<file path="config.mk">
export PLATFORM = sky130hd
export DESIGN_NAME = irrigation_actuator
export DESIGN_NICKNAME = d
export VERILOG_FILES = /design/src/rtl/irrigation_pkg.sv /design/src/rtl/irrigation_actuator_seq_counter.sv /design/src/rtl/irrigation_actuator.sv
export SDC_FILE = /design/constraint.sdc
export NUM_CORES = 1
export LEC_CHECK = 0
export BUFFER_PORTS_ARGS = -buffer_cell sky130_fd_sc_hd__buf_2
export CAP_MARGIN = 25
export CORE_UTILIZATION = 58
export DETAILED_ROUTE_END_ITERATION = 10
export GPL_ROUTABILITY_DRIVEN = 0
export GPL_TIMING_DRIVEN = 1
export PLACE_DENSITY = 0.83
export SETUP_SLACK_MARGIN = 0.1
export SYNTH_ARGS = -nofsm -noshare
export SYNTH_HDL_FRONTEND = slang
export SYNTH_SLANG_ARGS = --single-unit
</file>
<file path="constraint.sdc">
create_clock -name clk -period 3 [get_ports clk]
set_input_delay 0.3 -clock clk [delete_from_list [all_inputs] [get_ports clk]]
set_output_delay 0.3 -clock clk [all_outputs]
set_load 0.05 [all_outputs]
</file>
<file path="src/rtl/irrigation_pkg.sv">
// -----------------------------------------------------------------------------
// irrigation_pkg
// Shared definitions for the irrigation controller and its actuator sequencer.
//   - Mode codes driven by the controller state register (also used by the
//     controller itself).
//   - Sequencer state encoding used by irrigation_actuator.
//   - Small helper to classify modes that draw water from the tank.
// -----------------------------------------------------------------------------
package irrigation_pkg;

    localparam logic [1:0] MODE_IDLE      = 2'b00;
    localparam logic [1:0] MODE_SPRINKLER = 2'b01;
    localparam logic [1:0] MODE_FILLING   = 2'b10;
    localparam logic [1:0] MODE_DRIP      = 2'b11;

    typedef enum logic [2:0] {
        S_OFF   = 3'd0,
        S_OPEN  = 3'd1,
        S_RUN   = 3'd2,
        S_STOP  = 3'd3,
        S_FAULT = 3'd4
    } seq_state_t;

    // Sprinkler and drip pump out of the tank, so they are the modes that
    // must be protected against running the pump dry.
    function automatic logic draws_from_tank(input logic [1:0] mode);
        return (mode == MODE_SPRINKLER) || (mode == MODE_DRIP);
    endfunction

endpackage

</file>
<file path="src/rtl/irrigation_actuator_seq_counter.sv">
// -----------------------------------------------------------------------------
// seq_counter
// Shared sequencing counter for the actuator FSM. Clears to zero, counts up
// while enabled and saturates at all-ones instead of wrapping. The terminal
// value is supplied by the caller so one counter serves every timed state.
//   clk      : system clock
//   rst      : synchronous active-high reset
//   clear    : force count to zero (wins over enable)
//   enable   : increment (held at all-ones once reached)
//   terminal : value to compare against
//   at_term  : count == terminal
// -----------------------------------------------------------------------------
module seq_counter #(
    parameter int CNT_W = 16
) (
    input  logic             clk,
    input  logic             rst,
    input  logic             clear,
    input  logic             enable,
    input  logic [CNT_W-1:0] terminal,
    output logic             at_term
);

    logic [CNT_W-1:0] count;

    always_ff @(posedge clk) begin
        if (rst) begin
            count <= '0;
        end else if (clear) begin
            count <= '0;
        end else if (enable && (count != {CNT_W{1'b1}})) begin
            count <= count + 1'b1;
        end
    end

    assign at_term = (count == terminal);

endmodule

</file>
<file path="src/rtl/irrigation_actuator.sv">
// -----------------------------------------------------------------------------
// irrigation_actuator
// Converts the controller mode code into safely sequenced actuator drives:
// the selected valve opens VALVE_DLY cycles before the pump starts, the pump
// stops PUMP_STOP_DLY cycles before the valve closes, and a mode switch always
// passes through a fully closed cycle. Dry-run (sprinkler/drip with the tank
// below minimum) and fill-watchdog (no level change while filling) protection
// latch a fault that only initialize clears.
//   clk              : system clock
//   initialize       : synchronous active-high reset
//   state[1:0]       : requested mode (00 idle, 01 sprinkler, 10 fill, 11 drip)
//   water_tank_level : thermometer code, bit0 minimum .. bit3 full
//   pump_on          : pump enable
//   valve_sprinkler  : sprinkler valve open
//   valve_drip       : drip valve open
//   valve_fill       : tank-fill valve open
//   active           : sequencer not in S_OFF
//   fault            : sticky fault indicator
// All outputs are decoded from registered state only.
// -----------------------------------------------------------------------------
module irrigation_actuator
    import irrigation_pkg::*;
#(
    parameter int VALVE_DLY     = 4,
    parameter int PUMP_STOP_DLY = 4,
    parameter int FILL_TIMEOUT  = 1000,
    parameter int CNT_W         = 16
) (
    input  logic       clk,
    input  logic       initialize,
    input  logic [1:0] state,
    input  logic [3:0] water_tank_level,
    output logic       pump_on,
    output logic       valve_sprinkler,
    output logic       valve_drip,
    output logic       valve_fill,
    output logic       active,
    output logic       fault
);

    localparam logic [CNT_W-1:0] OPEN_TERM = CNT_W'(VALVE_DLY - 1);
    localparam logic [CNT_W-1:0] STOP_TERM = CNT_W'(PUMP_STOP_DLY - 1);
    localparam logic [CNT_W-1:0] FILL_TERM = CNT_W'(FILL_TIMEOUT - 1);

    seq_state_t       fsm_q, fsm_d;
    logic [1:0]       target_q, target_d;
    logic [3:0]       snapshot_q, snapshot_d;

    logic             cnt_clear;
    logic             cnt_enable;
    logic [CNT_W-1:0] cnt_term;
    logic             cnt_at_term;

    seq_counter #(
        .CNT_W (CNT_W)
    ) u_seq_counter (
        .clk      (clk),
        .rst      (initialize),
        .clear    (cnt_clear),
        .enable   (cnt_enable),
        .terminal (cnt_term),
        .at_term  (cnt_at_term)
    );

    always_ff @(posedge clk) begin
        if (initialize) begin
            fsm_q      <= S_OFF;
            target_q   <= MODE_IDLE;
            snapshot_q <= '0;
        end else begin
            fsm_q      <= fsm_d;
            target_q   <= target_d;
            snapshot_q <= snapshot_d;
        end
    end

    always_comb begin
        fsm_d      = fsm_q;
        target_d   = target_q;
        snapshot_d = snapshot_q;
        cnt_clear  = 1'b0;
        cnt_enable = 1'b0;
        cnt_term   = '0;

        case (fsm_q)
            S_OFF: begin
                if (state != MODE_IDLE) begin
                    target_d  = state;
                    cnt_clear = 1'b1;
                    fsm_d     = S_OPEN;
                end
            end

            S_OPEN: begin
                cnt_term = OPEN_TERM;
                if (state != target_q) begin
                    // Request withdrawn or changed before the pump started:
                    // close via the normal stop path.
                    cnt_clear = 1'b1;
                    fsm_d     = S_STOP;
                end else if (cnt_at_term) begin
                    cnt_clear  = 1'b1;
                    snapshot_d = water_tank_level;
                    fsm_d      = S_RUN;
                end else begin
                    cnt_enable = 1'b1;
                end
            end

            S_RUN: begin
                cnt_term = FILL_TERM;
                if (draws_from_tank(target_q) && !water_tank_level[0]) begin
                    fsm_d = S_FAULT;
                end else if ((target_q == MODE_FILLING) &&
                             (water_tank_level == snapshot_q) && cnt_at_term) begin
                    fsm_d = S_FAULT;
                end else if (state != target_q) begin
                    cnt_clear = 1'b1;
                    fsm_d     = S_STOP;
                end else if (target_q == MODE_FILLING) begin
                    // Any level movement proves the fill is progressing and
                    // restarts the watchdog, even on the timeout cycle itself.
                    if (water_tank_level != snapshot_q) begin
                        snapshot_d = water_tank_level;
                        cnt_clear  = 1'b1;
                    end else begin
                        cnt_enable = 1'b1;
                    end
                end
            end

            S_STOP: begin
                // Runs to completion regardless of the requested mode so the
                // valve never closes on a pressurised line.
                cnt_term = STOP_TERM;
                if (cnt_at_term) begin
                    cnt_clear = 1'b1;
                    fsm_d     = S_OFF;
                end else begin
                    cnt_enable = 1'b1;
                end
            end

            S_FAULT: begin
                fsm_d = S_FAULT;
            end

            default: begin
                fsm_d = S_OFF;
            end
        endcase
    end

    // Output decode from registered state and target only.
    logic valve_en;

    always_comb begin
        valve_en        = (fsm_q == S_OPEN) || (fsm_q == S_RUN) || (fsm_q == S_STOP);
        pump_on         = (fsm_q == S_RUN);
        valve_sprinkler = valve_en && (target_q == MODE_SPRINKLER);
        valve_drip      = valve_en && (target_q == MODE_DRIP);
        valve_fill      = valve_en && (target_q == MODE_FILLING);
        active          = (fsm_q != S_OFF);
        fault           = (fsm_q == S_FAULT);
    end

endmodule

</file>
* After elaboration in Yosys (flattened, before gate mapping)
Cells that the tools add are included.
Operators by class: add/sub/neg operators 1, multiply operators 0, div/mod/pow operators 0, $lt $le $gt $ge 0, eq/ne operators 23, shift-type cells 0, muxes and demuxes 34, bitwise gates (word level) 0, reductions and logical operators 20
Operator list (count):
- 4-bit two-way mux | 7
- 3-bit two-way mux | 7
- 10-bit one-hot mux with 2 select lines | 1
- 16-bit by 1-bit adder with 16-bit output (second input constant) | 1
- 16-bit by 10-bit equality test with 1-bit output | 1
- 16-bit != test (second input constant) | 1
- 1-bit two-way mux | 15
- 3-bit one-hot mux with 5 select lines | 1
- 2-bit != test (second input constant) | 7
- 4-bit one-hot mux with 2 select lines | 1
- 8-bit AND reduction | 1
- 1-bit logical AND | 7
- 3-bit by 2-bit equality test with 1-bit output (second input constant) | 2
- 2-bit equality test (second input constant) | 2
- 4-bit equality test | 1
- 2-bit by 1-bit != test with 1-bit output (second input constant) | 2
- 4-bit by 1-bit != test with 1-bit output (second input constant) | 1
- 4-bit != test | 1
- 1-bit one-hot mux with 4 select lines | 1
- 4-bit AND reduction | 1
- 2-bit nonzero test | 2
- 2-bit OR reduction | 2
- 3-bit by 1-bit equality test with 1-bit output (second input constant) | 1
- 3-bit equality test (second input constant) | 1
- other kinds (9) | 11
Word-level totals: register bits after elaboration 25, latch bits 0, RAM bits 0, memory bits (read-only) 0, input bits 8, output and inout port bits 6, word-level logic and storage cells 82, memories 0

* Depth between registers and ports, before layout
depth in word-level cells 9, depth in mapped cells 9, mapped depth without buffers 7

* Modules after synthesis
From an unflattened synthesis, not the netlist that was laid out.
Second synthesis, totals: cell total of the unflattened synthesis 214, area, all modules 1783.0 µm²
By module, submodules not included:
- seq_counter | times used 1, cells an instance 125, area an instance 1073.5 µm², seq. area each 320.3 µm²
- irrigation_actuator | times used 1, cells an instance 89, area an instance 709.4 µm², seq. area each 180.2 µm²

* Least setup slack after synthesis
Ideal clock, no wire load.
path kind flip-flop to output port, start reg fsm_q[1], end out valve_drip, arrival time 2.119 ns, data required time 2.700 ns, setup slack 0.581 ns, cell stages (with the launch flop) 3, buffers on the path 0, path through dfxtp_1 > nor2_1 > nor4b_1
Between the ends: word-level cells in the longest chain between the ends 4, elaborated cells on any way between the ends 6, those cells by class 3 x eq/ne; 3 x reduce/logical
Ends and longest elaborated chain:
- from (decl) | line irrigation_actuator.sv:45 | seq_state_t fsm_q, fsm_d;
- from (signal assigned) | line irrigation_actuator.sv:71 | fsm_q <= fsm_d;
- 3-bit by 1-bit equality test with 1-bit output or 3-bit by 2-bit equality test with 1-bit output (tied branches) | line irrigation_actuator.sv:158 | valve_en = (fsm_q == S_OPEN) || (fsm_q == S_RUN) || (fsm_q == S_STOP);
- 1-bit logical OR | line irrigation_actuator.sv:158
- 1-bit logical OR * | line irrigation_actuator.sv:158
- 1-bit logical AND * | line irrigation_actuator.sv:161 | valve_drip = valve_en && (target_q == MODE_DRIP);
- to (decl) | line irrigation_actuator.sv:35 | output logic valve_drip,
Every way passes the cells marked *; elsewhere a longest branch is shown, timed or not.

* Worst setup path in the final report
start reg fsm_q[1], end reg u_seq_counter.count[5]
Between the ends: word-level cells in the longest chain between the ends 9, elaborated cells on any way between the ends 20, those cells by class 4 x eq/ne; 11 x mux; 5 x reduce/logical
Ends and longest elaborated chain:
- 3-bit by 1-bit equality test with 1-bit output or 3-bit by 2-bit equality test with 1-bit output (tied branches) | line irrigation_actuator.sv:85 | case (fsm_q)
- 2-bit OR reduction (no source line)
- 10-bit one-hot mux with 2 select lines | line irrigation_actuator.sv:85
- 16-bit by 10-bit equality test with 1-bit output | line irrigation_actuator_seq_counter.sv:36 | assign at_term = (count == terminal);
- 1-bit logical AND | line irrigation_actuator.sv:115 | (water_tank_level == snapshot_q) && cnt_at_term) begin
- 1-bit two-way mux | line irrigation_actuator.sv:114 | end else if ((target_q == MODE_FILLING) &&
- 1-bit two-way mux | line irrigation_actuator.sv:112 | if (draws_from_tank(target_q) && !water_tank_level[0]) begin
- 1-bit one-hot mux with 4 select lines or 1-bit one-hot mux with 3 select lines (tied branches) | line irrigation_actuator.sv:85
- 2-bit OR reduction (no source line) or 1-bit logical AND (tied branches)
- to (signal assigned) | line irrigation_actuator_seq_counter.sv:32 | count <= count + 1'b1;
- to (decl) | line irrigation_actuator_seq_counter.sv:24 | logic [CNT_W-1:0] count;
Several ways; a longest one is shown, not always the timed one. A chain may end at the register's enable or synchronous reset.

==> metrics.md <==
| Metric | Value |
|---|---|
| Area Growth Syn to Fin | 6.24% |
| Worst slew margin | 45.9% |
| Synthesized flop and latch total | 25 |
| Core ar. | 2320 um^2 |
| Final instance area | 1580 um^2 |
| CTS Buffer Depth | 2 |
| Final Skew | 0.00448 ns |
| Height of the die | 52.6 um |
| Drt drc | 0 |
| Clock Latency Late Sink | 0.32 ns |
| Cts repair resizes | 0 |
| Crit. End Element | register |
| TritonCTS clock tree | built |
| Register share of total power | 37.3% |
| Max cap viols | 0 |
| Htree depth | 1 |
| Sw power | 0.489 mW |
| Util after Layout | 68.0% |
| CTS clk-pin slew, worst paths | 0.14 ns |
| Buffer count from post-CTS setup fixing | 0 |
| Cts bufs inserted | 3 |
| Initial core utilization | 64.0% |
| Status | finished clean |
| RSZ-0062 raised after global routing | false |
| Commonest non-fill, non-tap cell in the layout | dfxtp_1 |
| WS Path Type | reg2reg |
| Pwr Total | 1.06 mW |
| Non-Filler Instances | 218 |
| Startpoint Class | register |
| Fmax | 0.388 GHz |
| CP peak stage delay | 0.73 ns |
| Setup TNS | 0 ns |
| Switch share | 46.1% |
| DP Wirelength | 2430 um |
| Min Tclk post-route | 2.57 ns |
| Global-route wire length before repair | 5730 um |
| Commonest cells after routing, fill and taps aside | dfxtp_1, nor2_1, a21oi_1 |
| Gate power share | 47.9% |
| Hold Path Class | in2reg |
| CP dominant cell by count | nor2_1 |
| GR Overflow Total | 0 |
| Initial antenna violation count | 0 |
| Peak supply drop | 0.000575 V |
| GRT Total Usage | 28.1% |
| DP Cell Count | 214 |
| CP Cell Sequence | nor2_1 -> o311ai_0 -> nor3_1 -> o22a_1 -> o211ai_2 -> nor2_1 |
| Port bufs | 13 |
| Syn nets | 187 |
| Asr flop ratio synth | 0% |
| Crit Path Max Fanout | 16 |
| Worst endpoint required time | 3.20 ns |
| Vias in the first global route | 1,354 |
| Pin count of the biggest net entering global routing | 17 |
| Number of synthesized flops with an enable pin | 0 |
| CTS hold repair buffers | 0 |
| Sequential-to-total area share from yosys stat | 33.7% |
| Post-route ant nets | 0 |
| WL/cell | 15.2 um |
| Yosys cell types | 47 |
| Least-Margin Pin Slew | 0.801 ns |
| Slew Limit Fails | 0 |
| Endpoints failing setup | 0 |
| Gate Count Post-Synth | 178 |
| DR pass1 iterations | 4 |
| Top_reg_cell synth | dfxtp_1 |
| Critical path arrival | 2.77 ns |
| Drt initial violations | 46 |
| DR vias | 1,395 |
| Cell area power density | 673 nW/um^2 |
| CP max-delay cell | o311ai_0 |
| Vias per inst | 6.40 |
| Ports | 14 |
| Post-synthesis instance area | 1480 um^2 |
| P_int | 0.572 mW |
| Die Width | 52.6 um |
| Period utilization | 85.8% |
| DP Area | 1550 um^2 |
| Die area | 2760 um^2 |
| DRT Wirelength | 3310 um |
| YS warnings | 0 |
| Nets@finish | 200 |
| Num Clock Sinks | 25 |
| Lkg Pwr | 0.595 nW |
| N_diodes | 0 |
| Layout cells sized above 1 | 13.2% |
| Root Driver | clkbuf_4 |
| Final count of hold timing violations | 0 |
| Clock power share | 14.7% |
| # rows | 17 |
| Avg Cell Area, Syn | 8.34 um^2 |
[registers in the layout (all words and copies together) (netlist names)]
name and count:
fsm_q 3, snapshot_q 4, target_q 2, u_seq_counter.count 16
[worst max-delay path, delay by kind of cell (launching register included)]
family	cells	cell delay, ns
AOI/OAI and AO/OA	3	1.55
and+or+nand+nor	3	0.43
DFF	1	0.47
[synthesized netlist by cell type (5+ instances only)]
master / instances / area, um^2
nor3_1: 9 / 45.0
mux2i_1: 5 / 50.1
nand2_1: 13 / 48.8
o21ai_0: 8 / 40.0
nand3_1: 5 / 25.0
xor2_1: 11 / 96.3
nor2_1: 21 / 78.8
or3_1: 5 / 31.3
dfxtp_1: 25 / 500
a21oi_1: 14 / 70.1
[power by group through the flow]
stage | clock network (mW) | logic [mW] | registers [mW]
finish | 0.156 | 0.508 | 0.396
detailed placement | 0 | 0.496 | 0.403
CTS | 0.156 | 0.498 | 0.395
global placement | 0 | 0.480 | 0.400
floorplan | 0 | 0.414 | 0.394
global route | 0.166 | 0.552 | 0.405
[final cells by class]
| class | instances | area [um^2] |
|---|---|---|
| Timing Repair Buffer | 13 | 65.1 |
| Inverter | 4 | 15.0 |
| Tap cell | 28 | 35.0 |
| Fill cell | 197 | 742 |
| Clock buffer | 4 | 26.3 |
| Sequential cell | 25 | 500 |
| Multi-Input combinational cell | 144 | 935 |
[metal layers]
| metal | part of all wire, % | vias up | global-route usage, % |
|---|---|---|---|
| li1 | - | 683 | - |
| met1 | 47 | 645 | 37.9 |
| met2 | 45 | 54 | 43.0 |
| met3 | 4.7 | 13 | 4.35 |
| met4 | 2.7 | 0 | 13.6 |
| met5 | 0 | - | 0 |
[final timing paths]
kind	from	slack, ns	end	cells after the start
max	fsm_q[1]$_SDFFE_PP0P_	0.43	u_seq_counter.count[5]$_SDFFE_PP0P_	6
min	water_tank_level[1]	0.24	snapshot_q[1]$_SDFFE_PP0P_	3
max reg2reg	fsm_q[1]$_SDFFE_PP0P_	0.43	u_seq_counter.count[5]$_SDFFE_PP0P_	6
min reg2reg	u_seq_counter.count[11]$_SDFFE_PP0P_	0.51	u_seq_counter.count[11]$_SDFFE_PP0P_	2
[stage by stage]
stage / setup WS (ns) / hold slack (ns)
5_1_grt: 0.170 / 0.249
3_3_place_gp: 0.676 / 0.478
3_5_place_dp: 0.464 / 0.491
2_1_floorplan: 0.581 / 0.444
6_report: 0.426 / 0.237
4_1_cts: 0.460 / 0.245
[cells by family after synthesis]
logic type	Yosys count	share of synthesized area, %
multiplexers	5	3.37
AO/OA/AOI/OAI	36	16.4
XOR/XNOR	13	7.67
AND/OR/NAND/NOR	89	34.7
adder cells (fa/ha/maj)	1	0.843
buffers and inverters	9	3.29
flip-flops	25	33.7
Note: power is estimated with default switching activity, not from simulation.
